==> src/rtl/fp_common_pkg.sv <==
// Shared FPU definitions: exponent width, exponent field type and datapath branch encoding.
package fp_common_pkg;

    localparam int unsigned EXP_W = 5;

    typedef logic [EXP_W-1:0] exp_t;

    // Branch index carried on the demux select line.
    localparam logic BR_ADD = 1'b0;
    localparam logic BR_MUL = 1'b1;

    typedef enum logic {
        StEmpty,
        StFull
    } br_state_e;

endpackage

==> src/rtl/demux_branch_reg.sv <==
// One demux output branch: a one-entry valid/ready register plus an accepted-word counter.
module demux_branch_reg
    import fp_common_pkg::*;
#(
    parameter int unsigned WIDTH = EXP_W,
    parameter int unsigned CNT_W = 8
) (
    input  logic             clk_i,
    input  logic             rst_ni,
    input  logic             load_i,
    input  logic [WIDTH-1:0] data_i,
    input  logic             ready_i,
    output logic             valid_o,
    output logic [WIDTH-1:0] data_o,
    output logic             free_o,
    output logic [CNT_W-1:0] cnt_o
);

    br_state_e        state_q, state_d;
    logic [WIDTH-1:0] data_q, data_d;
    logic [CNT_W-1:0] cnt_q, cnt_d;

    always_comb begin
        state_d = state_q;
        data_d  = data_q;
        cnt_d   = cnt_q;
        unique case (state_q)
            StEmpty: begin
                if (load_i) begin
                    state_d = StFull;
                end
            end
            StFull: begin
                if (ready_i && !load_i) begin
                    state_d = StEmpty;
                end
            end
            default: state_d = StEmpty;
        endcase
        // Data only moves on a load, so it holds its last word after draining.
        if (load_i) begin
            data_d = data_i;
            cnt_d  = cnt_q + CNT_W'(1);
        end
    end

    always_ff @(posedge clk_i or negedge rst_ni) begin
        if (!rst_ni) begin
            state_q <= StEmpty;
            data_q  <= '0;
            cnt_q   <= '0;
        end else begin
            state_q <= state_d;
            data_q  <= data_d;
            cnt_q   <= cnt_d;
        end
    end

    assign valid_o = (state_q == StFull);
    assign free_o  = (state_q == StEmpty) || ready_i;
    assign data_o  = data_q;
    assign cnt_o   = cnt_q;

endmodule

==> src/rtl/demux_1_2_5_bits_reg.sv <==
// Registered 1:2 demux steering exponent/shift-amount words to the add/sub or mul branch.
module demux_1_2_5_bits_reg
    import fp_common_pkg::*;
#(
    parameter int unsigned WIDTH = EXP_W,
    parameter int unsigned CNT_W = 8
) (
    input  logic             clk,
    input  logic             rst_n,
    input  logic [WIDTH-1:0] in_data,
    input  logic             in_select,
    input  logic             in_valid,
    output logic             in_ready,
    output logic [WIDTH-1:0] out_0_data,
    output logic             out_0_valid,
    input  logic             out_0_ready,
    output logic [WIDTH-1:0] out_1_data,
    output logic             out_1_valid,
    input  logic             out_1_ready,
    output logic [CNT_W-1:0] cnt_0,
    output logic [CNT_W-1:0] cnt_1
);

    logic free_0, free_1;
    logic accept;
    logic load_0, load_1;

    // Readiness reflects only the selected branch, never in_valid.
    assign in_ready = (in_select == BR_MUL) ? free_1 : free_0;
    assign accept   = in_valid && in_ready;
    assign load_0   = accept && (in_select == BR_ADD);
    assign load_1   = accept && (in_select == BR_MUL);

    demux_branch_reg #(
        .WIDTH (WIDTH),
        .CNT_W (CNT_W)
    ) u_branch_add (
        .clk_i   (clk),
        .rst_ni  (rst_n),
        .load_i  (load_0),
        .data_i  (in_data),
        .ready_i (out_0_ready),
        .valid_o (out_0_valid),
        .data_o  (out_0_data),
        .free_o  (free_0),
        .cnt_o   (cnt_0)
    );

    demux_branch_reg #(
        .WIDTH (WIDTH),
        .CNT_W (CNT_W)
    ) u_branch_mul (
        .clk_i   (clk),
        .rst_ni  (rst_n),
        .load_i  (load_1),
        .data_i  (in_data),
        .ready_i (out_1_ready),
        .valid_o (out_1_valid),
        .data_o  (out_1_data),
        .free_o  (free_1),
        .cnt_o   (cnt_1)
    );

endmodule

==> config.mk <==
export PLATFORM = sky130hd
export DESIGN_NAME = demux_1_2_5_bits_reg
export DESIGN_NICKNAME = d
export VERILOG_FILES = /design/src/rtl/fp_common_pkg.sv /design/src/rtl/demux_branch_reg.sv /design/src/rtl/demux_1_2_5_bits_reg.sv
export SDC_FILE = /design/constraint.sdc
export NUM_CORES = 1
export LEC_CHECK = 0
export BUFFER_PORTS_ARGS = -buffer_cell sky130_fd_sc_hd__buf_2
export CAP_MARGIN = 5
export CORE_ASPECT_RATIO = 0.7
export CORE_UTILIZATION = 45
export DETAILED_ROUTE_END_ITERATION = 7
export PLACE_DENSITY_LB_ADDON = 0.08
export SLEW_MARGIN = 20
export SYNTH_ARGS = -nofsm -noshare
export SYNTH_HDL_FRONTEND = slang
export SYNTH_HIERARCHICAL = 1
export SYNTH_SLANG_ARGS = --single-unit
==> constraint.sdc <==
create_clock -name clk -period 2.1 [get_ports clk]
set_input_delay 0.105 -clock clk [delete_from_list [all_inputs] [get_ports clk]]
set_output_delay 0.105 -clock clk [all_outputs]
set_load 0.02 [all_outputs]
Yosys cells after proc, flatten, opt, wreduce, memory -nomap -nowiden --
Cells that the tools add are included. W data, S select, Z words.
Word-level totals: logic and storage cells 27, input bits 11, output and inout bits 29, register bits 28
Cells by class: $add $sub $neg 2, multiplexer cells 7, bitwise gates (word level) 3, reduce and logical (&&, ||, !) cells 9
Operators with widths (count):
- $add A8 B1 Y8 const B | 2
- $logic_and A1 B1 Y1 | 5
- $mux W1 | 5
- $pmux W1 S2 | 2
- $not A1 Y1 | 3
- $logic_not A1 Y1 | 2
- $logic_or A1 B1 Y1 | 2

Logic depth before layout (Yosys ltp) --
Gate-level depths: netlist of the first run.
depth after elaboration 9, mapped depth 6, gate-level depth less buffers 5

By module --
The synthesis of the first run kept the hierarchy.
Modules (own cells, without submodules):
- demux_branch_reg | cells an instance 40, times used 2, sequential area each 350.3 um^2, area an instance 564.3 um^2
- demux_1_2_5_bits_reg | cells an instance 3, times used 1, sequential area each 0.0 um^2, area an instance 32.5 um^2

Least setup slack after synthesis of the first run --
No wires, ideal clock.
kind reg2reg, from register u_branch_add.state_q (netlist: u_branch_add/valid_o), to register u_branch_add.data_q[0] (netlist: u_branch_add/data_o[0]), stages on the path, launching flop included 5, slack 0.754 ns, setup time 0.125 ns, required time 1.975 ns, arrival time 1.222 ns, path buffers 1, clock period less this slack 1.346 ns, cell sequence dfrtp_1 -> nand2b_1 -> and3b_2 -> buf_6 -> mux2_2
On the way: longest elaborated chain between the ends 5
RTL lines:
- start: declaration | line demux_branch_reg.sv:19 | br_state_e state_q, state_d;
- start signal: assignment | line demux_branch_reg.sv:49 | state_q <= StEmpty;
- start signal: assignment | line demux_branch_reg.sv:53 | state_q <= state_d;
- $not A1 Y1
- $logic_or A1 B1 Y1 | line demux_branch_reg.sv:60 | assign free_o = (state_q == StEmpty) || ready_i;
- named net free_0 | line demux_1_2_5_bits_reg.sv:24 | logic free_0, free_1;
- $mux W1 | line demux_1_2_5_bits_reg.sv:29 | assign in_ready = (in_select == BR_MUL) ? free_1 : free_0;
- $logic_and A1 B1 Y1 | line demux_1_2_5_bits_reg.sv:30 | assign accept = in_valid && in_ready;
- $logic_and A1 B1 Y1 | line demux_1_2_5_bits_reg.sv:31 | assign load_0 = accept && (in_select == BR_ADD);
- named net load_0 | line demux_1_2_5_bits_reg.sv:26 | logic load_0, load_1;
- end signal: assignment | line demux_branch_reg.sv:54 | data_q <= data_d;
- end: declaration | line demux_branch_reg.sv:20 | logic [WIDTH-1:0] data_q, data_d;
The timed path passes the listed nets, and every way through them passes these cells. A chain may end at the register's enable or synchronous reset.

Worst setup path in the final report of the first run --
from register u_branch_add.state_q (netlist: u_branch_add/valid_o), to register u_branch_add.cnt_q[5] (netlist: u_branch_add/cnt_o[5])
On the way: longest elaborated chain between the ends 5
RTL lines:
- $not A1 Y1
- $logic_or A1 B1 Y1 | line demux_branch_reg.sv:60
- named net free_0 | line demux_1_2_5_bits_reg.sv:24
- $mux W1 | line demux_1_2_5_bits_reg.sv:29
- $logic_and A1 B1 Y1 | line demux_1_2_5_bits_reg.sv:30
- $logic_and A1 B1 Y1 | line demux_1_2_5_bits_reg.sv:31
- named net load_0 | line demux_1_2_5_bits_reg.sv:26
- end signal: assignment | line demux_branch_reg.sv:55 | cnt_q <= cnt_d;
- end: declaration | line demux_branch_reg.sv:21 | logic [CNT_W-1:0] cnt_q, cnt_d;
The timed path passes the listed nets, and every way through them passes these cells.

==> run_results.csv, run 1 <==
group,metric,value,unit
outcome,outcome,"finished clean",
synthesis,synth_cell_types,15,
synthesis,mappedNetlistNets,96,
detailed_routing,routed_wirelength,2.12,mm
setup_path,worst-setup-path-type,"reg2reg",
setup_path,worst_path_largest_cell_delay,390,ps
global_route,grt_start_max_net_pins,29,
setup_path,worstSetupStartpointType,"flip-flop",
job,maxCapViolations,0,
detailed_routing,wire_per_inst,13.5,um
cells_and_area,num-nets-final,139,
cells_and_area,post_layout_nonfiller_instances,157,
cts,clk_root_buffer_cell,"clkbuf_8",
floorplanning,die_area,2790,um^2
setup_path,setup.reg_to_reg.worst_slack,680,ps
setup_path,timing.critical_path.required,2300,ps
timing,worst_pin_slew,598,ps
synthesis,synthCells,83,
floorplanning,fp.coreArea,2290,um^2
global_route,global_route.overflow_total,0,
detailed_routing,vias_per_cell,4.96,
timing,rsz0062_at_grt,"false",
cts,clkSlewWorstSetupHoldPaths,90,ps
floorplanning,chipWidth,62.7,um
global_route,grt_pass1_wl,3.59,mm
setup_path,timing.critical_path.arrival,1620,ps
synthesis,synth_sequential_area_ratio,60.3,%
global_route,groute.usage.overall,17.8,%
cts,cts_setup_buffers,0,
timing,finalWorstPathRequiredPeriod,1420,ps
setup_path,critPathMaxFanout,12,
floorplanning,die_h,44.5,um
floorplanning,io-pin-count,40,
floorplanning,placement_rows,14,
setup_path,r2r_end,"u_branch_add/cnt_o[5]",
synthesis,synth-seq-cells,28,
timing,report.final.hold_viol_count,0,
cells_and_area,post-route-util,62.7,%
placed_design,routabilityCongestion,0.757,
timing,layout_setup_ws,685,ps
setup_path,crit_slowest_cell,"dfrtp_1",
timing,finClkSkew,3.14,ps
worst_hold_path,timing.hold.worst.class,"in2reg",
setup_path,path_buf_inv,0,
cells_and_area,layout_cell_share_with_drive_strength_beyond_1,49.6,%
setup_path,crit_cells,5,
pwr,total_power,1.70,mW
detailed_routing,initialDrtViolationCount,9,
pwr,power.ir.vdd_worst,594,uV
cts,tritoncts.num_buffers,3,
timing,timing.max_slew.rel_slack,60.1,%
timing,setup_tns,0,ps
cts,clock_tree.htree_level_count,1,
setup_path,crit_start,"u_branch_add/valid_o",
setup_path,worst_r2r_startpoint,"u_branch_add/valid_o",
cts,numClockSinks,28,
global_route,grt_antenna_before_repair,0,
detailed_routing,detailedRoute.firstPassIterationCount,4,
placed_design,place.port_buffers,39,
timing,slew_viol_final,0,
setup_path,critical_path.top_delay_family,"simple AND/OR/NAND/NOR gates",
placed_design,detailedPlace.worstSlack,695,ps
placed_design,dp_cell_count,152,
detailed_routing,routed-via-count,778,
setup_path,end_kind,"flip-flop",
synthesis,post_synth_instance_area,1160,um^2
placed_design,dp_hpwl,1.62,mm
setup_path,r2r_cells,5,
timing,setup_viol,0,
detailed_routing,final_antenna_net_count,0,
cts,insertion_delay,270,ps
cts,tritoncts_clock_tree,"yes",
cells_and_area,syn2layout_area_growth,23.9,%
detailed_routing,drt_drc_violations_left,0,
setup_path,critPathCapture,"u_branch_add/cnt_o[5]",
pwr,power_leakage,0.730,nW
floorplanning,initial_core_util,50.6,%
pwr,powerDensity,1180,nW/um^2
global_route,via_count_of_the_first_global_routing_pass,802,
synthesis,syn_avg_cell_area,14.0,um^2
cells_and_area,num_antenna_cells,0,
timing,timing.final.crit_share,67.4,%
timing,fmax,706,MHz
synthesis,yosys_warnings,6,
setup_path,crit_chain,"nand2b_1 > and3b_2 > nand4_1 > nor2_1 > xor2_1",
cts,cts-root-to-sink-buffers,2,
## state kept, by name, summed over array words and instances (netlist names)
register / cells
u_branch_add/data_o: 5
u_branch_mul/cnt_o: 8
u_branch_mul/valid_o: 1
u_branch_add/valid_o: 1
u_branch_mul/data_o: 5
u_branch_add/cnt_o: 8
## what timing repair did
item,4_1_cts,5_1_grt
resized for setup,0,0
hold endpoints to repair,28,0
hold buffers,1,0
## routing by layer
metal  wire, um  up-vias  part of all wire (%)  GRT usage (%)
met5          0        -                     0              0
met4         42        0                   2.0           10.2
met3        113        4                   5.3           5.67
met2       1000       25                    47           29.3
met1        965      381                    45           21.2
li1           -      368                     -              -
## cell usage after synthesis
cell / count / share of area [%]
dfrtp_1: 28 / 60
xnor2_1: 6 / 4.5
xor2_1: 8 / 6.0
and3_2: 1 / 0.65
mux2_2: 12 / 12
and3b_2: 1 / 0.86
nand2b_1: 4 / 2.2
nand2_2: 2 / 1.1
nand4_1: 8 / 4.3
nor2_2: 2 / 1.1
nor2_1: 4 / 1.3
ha_1: 2 / 2.2
nand2_1: 2 / 0.65
mux2_4: 1 / 1.3
buf_6: 2 / 1.9
## cell type report
class	instances	area [um^2]
well taps	32	40.0
repair buffers	40	205
fillers	199	856
flip-flops and latches	28	701
clock buffers	4	55.1
multi-input cells	53	438
## where the power goes
group / total, mW / leakage [nW] / internal (mW) / switching (mW)
sequential: 0.831 / 0.348 / 0.678 / 0.153
combinational: 0.549 / 0.354 / 0.229 / 0.321
clock: 0.324 / 0.0288 / 0.168 / 0.156
total: 1.70 / 0.730 / 1.07 / 0.630
## per-stage QoR
stage	instance area, um^2	hold slack (ps)
global route	1440	67.6
detailed placement	1370	150
finish	1440	71.1
global placement	1370	140
CTS	1440	61.4
floorplan	1160	-191
## worst register-to-register path, stage by stage, from the launching register on
cell      delay (ps)
dfrtp_1          390
nand2b_1         110
and3b_2          370
nand4_1          180
nor2_1           140
xor2_1           150
## cells by family (layout without fill, tap and decap cells)
| logic type | Yosys count | after routing | share of synthesized area [%] |
|---|---|---|---|
| xor gates and xnor gates | 14 | 14 | 10.6 |
| adders and majority gates | 2 | 2 | 2.15 |
| buffers and inverters | 2 | 44 | 1.94 |
| DFF | 28 | 28 | 60.3 |
| muxes | 13 | 13 | 12.9 |
| and+or+nand+nor | 24 | 24 | 12.1 |
## how the worst min path moves through the flow
stage	from	end	slack [ps]	cells past startpoint
after floorplan	rst_n	u_branch_add/cnt_o[0]	-190	0
after global placement	rst_n	u_branch_add/cnt_o[2]	140	1
after detailed placement	rst_n	u_branch_add/cnt_o[3]	150	1
after CTS	in_data[0]	u_branch_mul/data_o[0]	60	2
after global routing	in_data[0]	u_branch_mul/data_o[0]	70	2
final	in_data[0]	u_branch_mul/data_o[0]	70	2
## placed cells by master, fill, tap and decap left out
cell	netlist	final
dfrtp_1	28	28
nand2b_1	4	4
clkbuf_8	0	4
xor2_1	8	8
mux2_2	12	12
buf_2	0	39
and3_2	1	1
nand2_2	2	2
ha_1	2	2
and3b_2	1	1
nor2_2	2	2
xnor2_1	6	6
nand2_1	2	2
nand4_1	8	8
nor2_1	4	4
mux2_4	1	1
dlygate4sd3_1	0	1
No activity file was read; power rests on OpenSTA's default activity.
==> run 2: changes to the inputs <==
==> constraint.sdc (replaced) <==
create_clock -name clk -period 1.4 [get_ports clk]
set_input_delay 0.07 -clock clk [delete_from_list [all_inputs] [get_ports clk]]
set_output_delay 0.07 -clock clk [all_outputs]
set_load 0.02 [all_outputs]
==> run 2 against run 1 <==
Against the previous run:
- sequential power rose by 50%
- count of clock-buffer cells in the layout fell by 1
- die area did not move
- sequential cell count did not move
- utilization rose by 2.3 points
- register-to-register slack got worse by 620 ps
- via count did not move
- maximum frequency rose by 6.0%
- clock skew rose by 1.7 ps
- setup slack got worse by 620 ps
- global-route usage fell by 0.72 points
==> run_results.csv, run 2 (synthesis results as in run 1) <==
group,metric,value,unit
setup_path,worstSetupStartpointType,"flip-flop",
setup_path,worst-setup-path-type,"reg2reg",
worst_hold_path,timing.hold.worst.class,"in2reg",
floorplanning,die_area,2790,um^2
detailed_routing,routed_wirelength,2.07,mm
floorplanning,chipWidth,62.7,um
floorplanning,initial_core_util,50.6,%
cts,clock_tree.htree_level_count,1,
timing,finalWorstPathRequiredPeriod,1340,ps
cells_and_area,final_cell_mix,"buf_2 (39), dfrtp_1 (28), mux2_2 (11)",
floorplanning,placement_rows,14,
cts,insertion_delay,270,ps
worst_hold_path,hold_path_depth,2,
floorplanning,io-pin-count,40,
global_route,grt_antenna_before_repair,0,
floorplanning,fp.coreArea,2290,um^2
job,maxCapViolations,0,
outcome,outcome,"finished clean",
cells_and_area,final_cell_area,1490,um^2
placed_design,total_placed_instance_area,1400,um^2
cts,clkSlewWorstSetupHoldPaths,80,ps
timing,rsz0062_at_grt,"true",
pwr,power_leakage,0.759,nW
timing,layout_setup_ws,64.7,ps
setup_path,critPathMaxFanout,8,
pwr,powerDensity,1690,nW/um^2
cts,tritoncts_clock_tree,"yes",
placed_design,dp_cell_count,154,
placed_design,routabilityCongestion,0.743,
worst_hold_path,whs_endpoint,"u_branch_add/data_o[2]",
global_route,grt_pass1_wl,3.53,mm
timing,timing.max_slew.rel_slack,59.9,%
setup_path,r2r_cells,4,
cells_and_area,num_antenna_cells,0,
setup_path,timing.critical_path.required,1560,ps
detailed_routing,routed-via-count,778,
floorplanning,die_h,44.5,um
setup_path,setup.reg_to_reg.worst_slack,60,ps
cts,tritoncts.num_buffers,3,
global_route,groute.usage.overall,17.1,%
timing,report.final.hold_viol_count,0,
cts,clk_root_buffer_cell,"clkbuf_8",
timing,setup_viol,0,
cells_and_area,syn2layout_area_growth,28.4,%
detailed_routing,vias_per_cell,4.83,
setup_path,worst_r2r_startpoint,"u_branch_add/valid_o",
timing,finClkSkew,4.89,ps
cells_and_area,fillers,182,
cts,numClockSinks,28,
timing,slew_viol_final,0,
setup_path,r2r_end,"u_branch_add/data_o[1]",
cts,cts-root-to-sink-buffers,2,
global_route,global_route.overflow_total,0,
placed_design,detailedPlace.worstSlack,-1.96,ps
setup_path,crit_slowest_cell,"dfrtp_1",
cells_and_area,post_layout_nonfiller_instances,161,
global_route,grt_start_max_net_pins,29,
setup_path,worst_path_largest_cell_delay,390,ps
detailed_routing,detailedRoute.firstPassIterationCount,4,
cells_and_area,layout.cells.most_common,"buf_2",
cells_and_area,num-nets-final,144,
detailed_routing,initialDrtViolationCount,21,
timing,worst_pin_slew,602,ps
global_route,via_count_of_the_first_global_routing_pass,771,
detailed_routing,wire_per_inst,12.8,um
pwr,power.ir.vdd_worst,910,uV
worst_hold_path,timing.hold.worst.start,"in_data[2]",
cells_and_area,layout_cell_share_with_drive_strength_beyond_1,51.2,%
setup_path,timing.critical_path.arrival,1490,ps
placed_design,place.port_buffers,39,
placed_design,dp_hpwl,1.53,mm
setup_path,end_kind,"flip-flop",
timing,timing.final.crit_share,95.4,%
detailed_routing,final_antenna_net_count,0,
detailed_routing,drt_drc_violations_left,0,
timing,fmax,749,MHz
setup_path,crit_chain,"nand2b_1 > and3b_2 > buf_12 > mux2_2",
-- run 2: cell count changes in the layout (fill, tap and decap cells not counted) --
cell and change:
buf_4 +3, buf_12 +2, mux2_2 -1, mux2_4 +1
clkbuf_8 -1
-- run 2: area by class of cell --
cell class	instances	area (um^2)	share of cell area (%)
flip-flops and latches	28	701	47.0
repair buffers	45	268	18.0
multi-input cells	53	442	29.6
well taps	32	40.0	2.68
clock buffers	3	41.3	2.77
-- run 2: timing repair --
item / in CTS / in global routing
setup endpoints to repair: 1 / 6
hold buffers: 1 / 0
buffers inserted: 2 / 1
cloned: 0 / 0
resized for setup: 0 / 1
endpoints found under the hold margin: 28 / 0
pin swaps: 1 / 1
-- run 2: per-layer routing --
layer	share of wire [%]	routed length, um	vias up	GRT usage (%)
met1	46	956	373	22.6
met5	0	0	-	0
met4	0.73	15	0	6.05
met3	4.6	96	2	5.41
met2	48	999	22	27.0
li1	-	-	381	-
-- run 2: report_power, final --
part / total, mW / switching [mW] / internal, mW / leakage (nW)
clock: 0.411 / 0.218 / 0.193 / 0.0216
sequential: 1.25 / 0.237 / 1.02 / 0.348
combinational: 0.854 / 0.488 / 0.366 / 0.389
-- run 2: worst max-delay path: cells and delay by family, from the launching register on --
family	cells	cell delay [ps]
muxes	1	320
DFF	1	390
and+or+nand+nor	2	370
buffers and inverters	1	140
-- run 2: how the worst max path moves through the flow --
stage | startpoint | endpoint | slack (ps) | cells past startpoint
finish | u_branch_add/valid_o | u_branch_add/data_o[1] | 60 | 4
global route | u_branch_add/valid_o | u_branch_add/cnt_o[1] | -7 | 4
CTS | u_branch_add/valid_o | u_branch_add/data_o[3] | 60 | 4
detailed placement | u_branch_add/valid_o | u_branch_add/cnt_o[5] | -2 | 5
global placement | u_branch_add/valid_o | u_branch_add/cnt_o[5] | 60 | 5
floorplan | u_branch_add/valid_o | u_branch_add/data_o[0] | 50 | 4
-- run 2: metrics by stage --
step | hold WS [ps] | power (mW) | util (%) | TNS (ps)
3_5_place_dp | 115 | 2.11 | 61.1 | -1.96
5_1_grt | 32.1 | 2.69 | 65.0 | -12.5
6_report | 44.6 | 2.52 | 65.0 | 0
2_1_floorplan | -226 | 1.77 | - | 0
4_1_cts | 34.2 | 2.54 | 64.5 | 0
3_3_place_gp | 118 | 2.08 | 61.1 | 0
